--- config.mk ---
export PLATFORM = sky130hd
export DESIGN_NAME = stream_differencer_flat
export DESIGN_NICKNAME = d
export VERILOG_FILES = /design/src/rtl/stream_differencer_if.sv /design/src/rtl/stream_differencer.sv /design/src/flat_wrapper.sv
export SDC_FILE = /design/constraint.sdc
export NUM_CORES = 1
export LEC_CHECK = 0
export CORE_MARGIN = 8
export CORE_UTILIZATION = 58
export CTS_CLUSTER_SIZE = 25
export DETAILED_ROUTE_END_ITERATION = 16
export PLACE_DENSITY = 0.86
export SLEW_MARGIN = 5
export SYNTH_ARGS = -nofsm -noshare
export SYNTH_HDL_FRONTEND = slang
export SYNTH_SLANG_ARGS = --single-unit
--- constraint.sdc ---
create_clock -name i_CLK -period 4.9 [get_ports i_CLK]
set_clock_uncertainty 0.15 [all_clocks]
set_input_delay 0.49 -clock i_CLK [delete_from_list [all_inputs] [get_ports i_CLK]]
set_output_delay 0.49 -clock i_CLK [all_outputs]
set_load 0.05 [all_outputs]
--- src/rtl/stream_differencer_if.sv ---
// stream_differencer_if
//   Bundles the upstream (total) and downstream (increment) handshakes of
//   the stream differencer.
//   slave  : the differencer itself (consumes i_*, drives o_*)
//   master : the environment around it (drives i_*, observes o_*)
//   Signals: i_VALID/o_READY/i_DATA_IN   upstream sample handshake
//            o_VALID/i_READY/o_DATA_OUT  downstream difference handshake
//            o_PRIMED                    history fully loaded
interface stream_differencer_if #(
   parameter int DATA_WIDTH = 32
);
   logic                  i_VALID;
   logic                  o_READY;
   logic [DATA_WIDTH-1:0] i_DATA_IN;
   logic                  o_VALID;
   logic                  i_READY;
   logic [DATA_WIDTH-1:0] o_DATA_OUT;
   logic                  o_PRIMED;

   modport slave (
      input  i_VALID, i_DATA_IN, i_READY,
      output o_READY, o_VALID, o_DATA_OUT, o_PRIMED
   );

   modport master (
      output i_VALID, i_DATA_IN, i_READY,
      input  o_READY, o_VALID, o_DATA_OUT, o_PRIMED
   );
endinterface

--- src/rtl/stream_differencer.sv ---
// stream_differencer
//   Turns a stream of running totals back into increments:
//   y[n] = x[n] - x[n-DELAY] (mod 2^DATA_WIDTH). History starts at zero, so
//   the first DELAY outputs equal their inputs, matching an accumulator that
//   starts from zero. Single registered output stage with valid/ready.
//   Ports:
//     i_CLK    clock, rising edge
//     i_RESET  asynchronous active-high reset
//     i_CLEAR  synchronous clear of history/output/prime state (wins over accept)
//     strm     stream_differencer_if.slave handshake bundle
//   Parameters: DATA_WIDTH sample width; DELAY differential delay, 1..16.
module stream_differencer #(
   parameter int DATA_WIDTH = 32,
   parameter int DELAY      = 1
) (
   input  logic                 i_CLK,
   input  logic                 i_RESET,
   input  logic                 i_CLEAR,
   stream_differencer_if.slave  strm
);
   localparam int            CW   = $clog2(DELAY + 1);
   localparam logic [CW-1:0] FULL = CW'(DELAY);

   logic [DATA_WIDTH-1:0] hist [DELAY];
   logic [CW-1:0]         cnt;
   logic                  vld;
   logic [DATA_WIDTH-1:0] dout;
   logic                  primed;
   logic                  rdy;
   logic                  accept;
   logic                  drain;

   // Single-entry stage: refill in the same cycle it drains, so no bubbles.
   assign rdy    = !vld | strm.i_READY;
   assign accept = strm.i_VALID & rdy;
   assign drain  = vld & strm.i_READY;

   assign strm.o_READY    = rdy;
   assign strm.o_VALID    = vld;
   assign strm.o_DATA_OUT = dout;
   assign strm.o_PRIMED   = primed;

   always_ff @(posedge i_CLK or posedge i_RESET) begin
      if (i_RESET) begin
         for (int k = 0; k < DELAY; k++) hist[k] <= '0;
         cnt    <= '0;
         vld    <= 1'b0;
         dout   <= '0;
         primed <= 1'b0;
      end else if (i_CLEAR) begin
         // Any sample offered this cycle is dropped.
         for (int k = 0; k < DELAY; k++) hist[k] <= '0;
         cnt    <= '0;
         vld    <= 1'b0;
         dout   <= '0;
         primed <= 1'b0;
      end else if (accept) begin
         // Plain modular subtraction: wrapped totals give the true increment.
         dout    <= strm.i_DATA_IN - hist[DELAY-1];
         vld     <= 1'b1;
         hist[0] <= strm.i_DATA_IN;
         for (int k = 1; k < DELAY; k++) hist[k] <= hist[k-1];
         if (cnt != FULL) cnt <= cnt + 1'b1;
         // Primed once this accept brings the count to DELAY.
         primed  <= (cnt >= FULL - 1'b1);
      end else if (drain) begin
         vld <= 1'b0;
      end
   end
endmodule
--- src/flat_wrapper.sv ---
// flat-port wrapper written by rule: the top's interface ports become plain ports
module stream_differencer_flat 
#(
   parameter int DATA_WIDTH = 32,
   parameter int DELAY      = 1
)
  (i_CLK, i_RESET, i_CLEAR, strm_i_VALID, strm_i_DATA_IN, strm_i_READY, strm_o_READY, strm_o_VALID, strm_o_DATA_OUT, strm_o_PRIMED);
  stream_differencer_if #(.DATA_WIDTH(DATA_WIDTH)) strm_i ();
  input  logic i_CLK;
  input  logic i_RESET;
  input  logic i_CLEAR;
  input wire logic [$bits(strm_i.i_VALID)-1:0] strm_i_VALID;
  input wire logic [$bits(strm_i.i_DATA_IN)-1:0] strm_i_DATA_IN;
  input wire logic [$bits(strm_i.i_READY)-1:0] strm_i_READY;
  output wire logic [$bits(strm_i.o_READY)-1:0] strm_o_READY;
  output wire logic [$bits(strm_i.o_VALID)-1:0] strm_o_VALID;
  output wire logic [$bits(strm_i.o_DATA_OUT)-1:0] strm_o_DATA_OUT;
  output wire logic [$bits(strm_i.o_PRIMED)-1:0] strm_o_PRIMED;
  assign strm_i.i_VALID = strm_i_VALID;
  assign strm_i.i_DATA_IN = strm_i_DATA_IN;
  assign strm_i.i_READY = strm_i_READY;
  assign strm_o_READY = strm_i.o_READY;
  assign strm_o_VALID = strm_i.o_VALID;
  assign strm_o_DATA_OUT = strm_i.o_DATA_OUT;
  assign strm_o_PRIMED = strm_i.o_PRIMED;
  stream_differencer #(.DATA_WIDTH(DATA_WIDTH), .DELAY(DELAY)) u_core (.i_CLK(i_CLK), .i_RESET(i_RESET), .i_CLEAR(i_CLEAR), .strm(strm_i));
endmodule
==> results.toml <==
[worst_hold_path]
worstHoldStart = "u_core.strm.o_DATA_OUT[29]"
min_to = "u_core.strm.o_DATA_OUT[29]"
whs_path_depth = 1
min_path_type = "reg2reg"

[cells_and_area]
nFillCells = 582
seqCellArea_um2 = 1650
final_nets = 670
multiInputGateArea_um2 = 2480
layout-drive-gt1-share_pct = 5.12
area_growth_pct = 21.5
diodes = 0
stdcell_count = 704
final_area_um2 = 5350

[pwr]
pwr-share-comb_pct = 33.6
p_clk_share_pct = 29.4
p_int_mw = 1.05
power_leakage_nw = 2.36
p_sw_share_pct = 36.4
p_sw_uw = 603
max-vdd-ir-drop_mv = 0.160
p_seq_share_pct = 36.9
power.density_nw_per_um2 = 310

[routing]
drc = 0
wl_per_cell_um = 16.4
drtIter0Drc = 223
wl_um = 11500
drt_first_pass_iters = 6
via_count = 4139
via_per_inst = 5.88
ant_nets = 0

[setup_path]
endpoint_kind = "register"
crit_fanout = 5
r2r_start = "u_core.hist[8]"
crit_arrival_ns = 3.10
worst-endpoint-required_ns = 4.98
r2r_slack_ns = 2.16
startpoint_type = "input port"
rr_endpoint = "u_core.strm.o_DATA_OUT[29]"
reg2reg_depth = 10
path_class = "in2reg"
critPathLaunch = "strm_i_DATA_IN[0]"

[synthesis]
synth_fp_nets = 615
syn_inst = 545
ys_seq_elements = 66
yosys_most_used_dff = "dfrtp_1"
async_flop_share_pct = 100
ys_types = 51
avgSynthCellArea_um2 = 8.09
netlist_area_um2 = 4410
ys_seq_area_share_pct = 37.5
synth-warning-count = 0
synth_edf_count = 0

[placed_design]
portBuffers = 71
dpl_cell_area_um2 = 5150
gp_congestion = 0.949
placed_cells = 688
place_hpwl_um = 8110

[die]
dieArea_um2 = 10600
start_util_pct = 60.4
core_area_um2 = 7290
die_w_um = 103
io_pins = 72
rows = 31
die_h_um = 103

[timing]
fmax_ghz = 0.330
holdWs_ns = 0.347
tightestPinTransition_ns = 1.12
max_slew_margin_pct = 25.4
setup_viol = 0
finalCritPeriodShare_pct = 61.8
finalCriticalPeriod_ns = 3.03
slew_viol_final = 0
hold_violations = 0
rsz0062_at_grt = "no"
tns_ns = 0

[grt]
grt_start_max_net_pins = 67
grt_pass1_wl_um = 19100
antenna_found_initial = 0
grt_use_total_pct = 22.9
grt-ovfl-total = 0
first_global_vias = 4058

[cts]
postCtsHoldBufs = 0
post-cts-setup-buffers = 0
cts_resized = 0
clk_pin_slew_ns = 0.07
cts-root-buf = "clkbuf_8"
cts_buffers = 9
cts_tree = "built"
clockBufferDepth = 2
htreeDepth = 3
cts.sinks = 66
clk_latency_ns = 0.34

[run_status]
outcome = "finished, final reports clean"

[run]
maxCapViolations = 0
## worst max path at each step
stage                                            end  slack [ns]  cells after the start
after CTS                 u_core.strm.o_DATA_OUT[30]        1.90                     12
after global routing      u_core.strm.o_DATA_OUT[27]        1.67                     10
final                     u_core.strm.o_DATA_OUT[30]        1.87                     12
after detailed placement  u_core.strm.o_DATA_OUT[30]        1.54                     12
after global placement    u_core.strm.o_DATA_OUT[30]        1.60                     12
after floorplan           u_core.strm.o_DATA_OUT[24]        2.21                     11
## worst max-delay path, cell delays in order
cell and delay, ns:
clkdlybuf4s50_1 0.47, inv_1 0.06, ha_1 0.20, fa_1 0.43
nor2b_4 0.18, o31ai_4 0.08, a31oi_4 0.20, o41ai_4 0.14
nor3_2 0.23, o211ai_1 0.17, a21o_1 0.20, a32o_1 0.25
## routing by layer
metal | up-vias | share of wire (%) | GRT usage, %
met5 | - | 0 | 0
met4 | 0 | 2.1 | 8.90
met3 | 26 | 6.2 | 4.12
met2 | 148 | 47 | 37.0
met1 | 1973 | 44 | 29.6
li1 | 1992 | - | -
## cell families after synthesis
group	after synthesis	synth area share, %
adder cells (fa/ha/maj)	33	9.54
AO/OA/AOI/OAI	154	22.2
multiplexers	2	0.454
buffers and inverters	74	6.33
AND/OR/NAND/NOR	196	20.0
flip-flops	66	37.5
XOR/XNOR	20	3.98
## stage by stage
stage	power [mW]	worst slack [ns]	util [%]
3_5_place_dp	1.17	1.54	70.6
2_1_floorplan	1.00	2.21	-
4_1_cts	1.66	1.90	73.4
3_3_place_gp	1.16	1.60	70.6
5_1_grt	1.73	1.67	73.4
6_report	1.66	1.87	73.4
## Yosys cell counts, types with 9 or more instances
cell,count,area (um^2)
nand3_1,20,100
a21oi_1,76,380
clkbuf_1,22,82.6
xor2_1,11,96.3
xnor2_1,9,78.8
nand2_1,113,424
nor2_1,18,67.6
o21ai_0,22,110
inv_1,44,165
a21o_1,14,105
ha_1,32,400
dfrtp_1,66,1650
## layout by cell type, fill, tap and decap left out, drive strengths merged, types with 3 or more instances in the layout
cell / count
a32o: 3
buf: 4
clkdlybuf4s50: 70
a31oi: 7
nand2: 113
o21a: 3
a21o: 14
o211ai: 5
nor2: 18
xnor2: 9
a211oi: 3
nor2b: 3
nor3: 8
o21ai: 24
dfrtp: 66
nand2b: 7
ha: 32
nand4: 7
inv: 44
or3: 5
and2: 3
and3: 7
a21oi: 78
nand3: 20
clkbuf: 12
xor2: 11
## state kept, by name, indices dropped and copies added (netlist names)
signal                  flops
u_core.strm.o_DATA_OUT     32
u_core.hist                32
u_core.strm.o_VALID         1
u_core.strm.o_PRIMED        1
## final cells by class
type | count | area share, %
inverter | 44 | 3.08
multi-input combinational | 405 | 46.3
clock inverter | 4 | 0.935
sequential | 66 | 30.8
tap | 99 | 2.31
timing repair buffer | 74 | 13.6
clock buffer | 12 | 2.90
## power groups by stage
stage / clock network [mW] / logic (mW) / registers (mW)
2_1_floorplan: 0 / 0.284 / 0.718
3_3_place_gp: 0 / 0.543 / 0.621
3_5_place_dp: 0 / 0.552 / 0.623
4_1_cts: 0.487 / 0.555 / 0.612
5_1_grt: 0.510 / 0.606 / 0.618
6_report: 0.488 / 0.558 / 0.612
No activity file was read; power rests on OpenSTA's default activity.
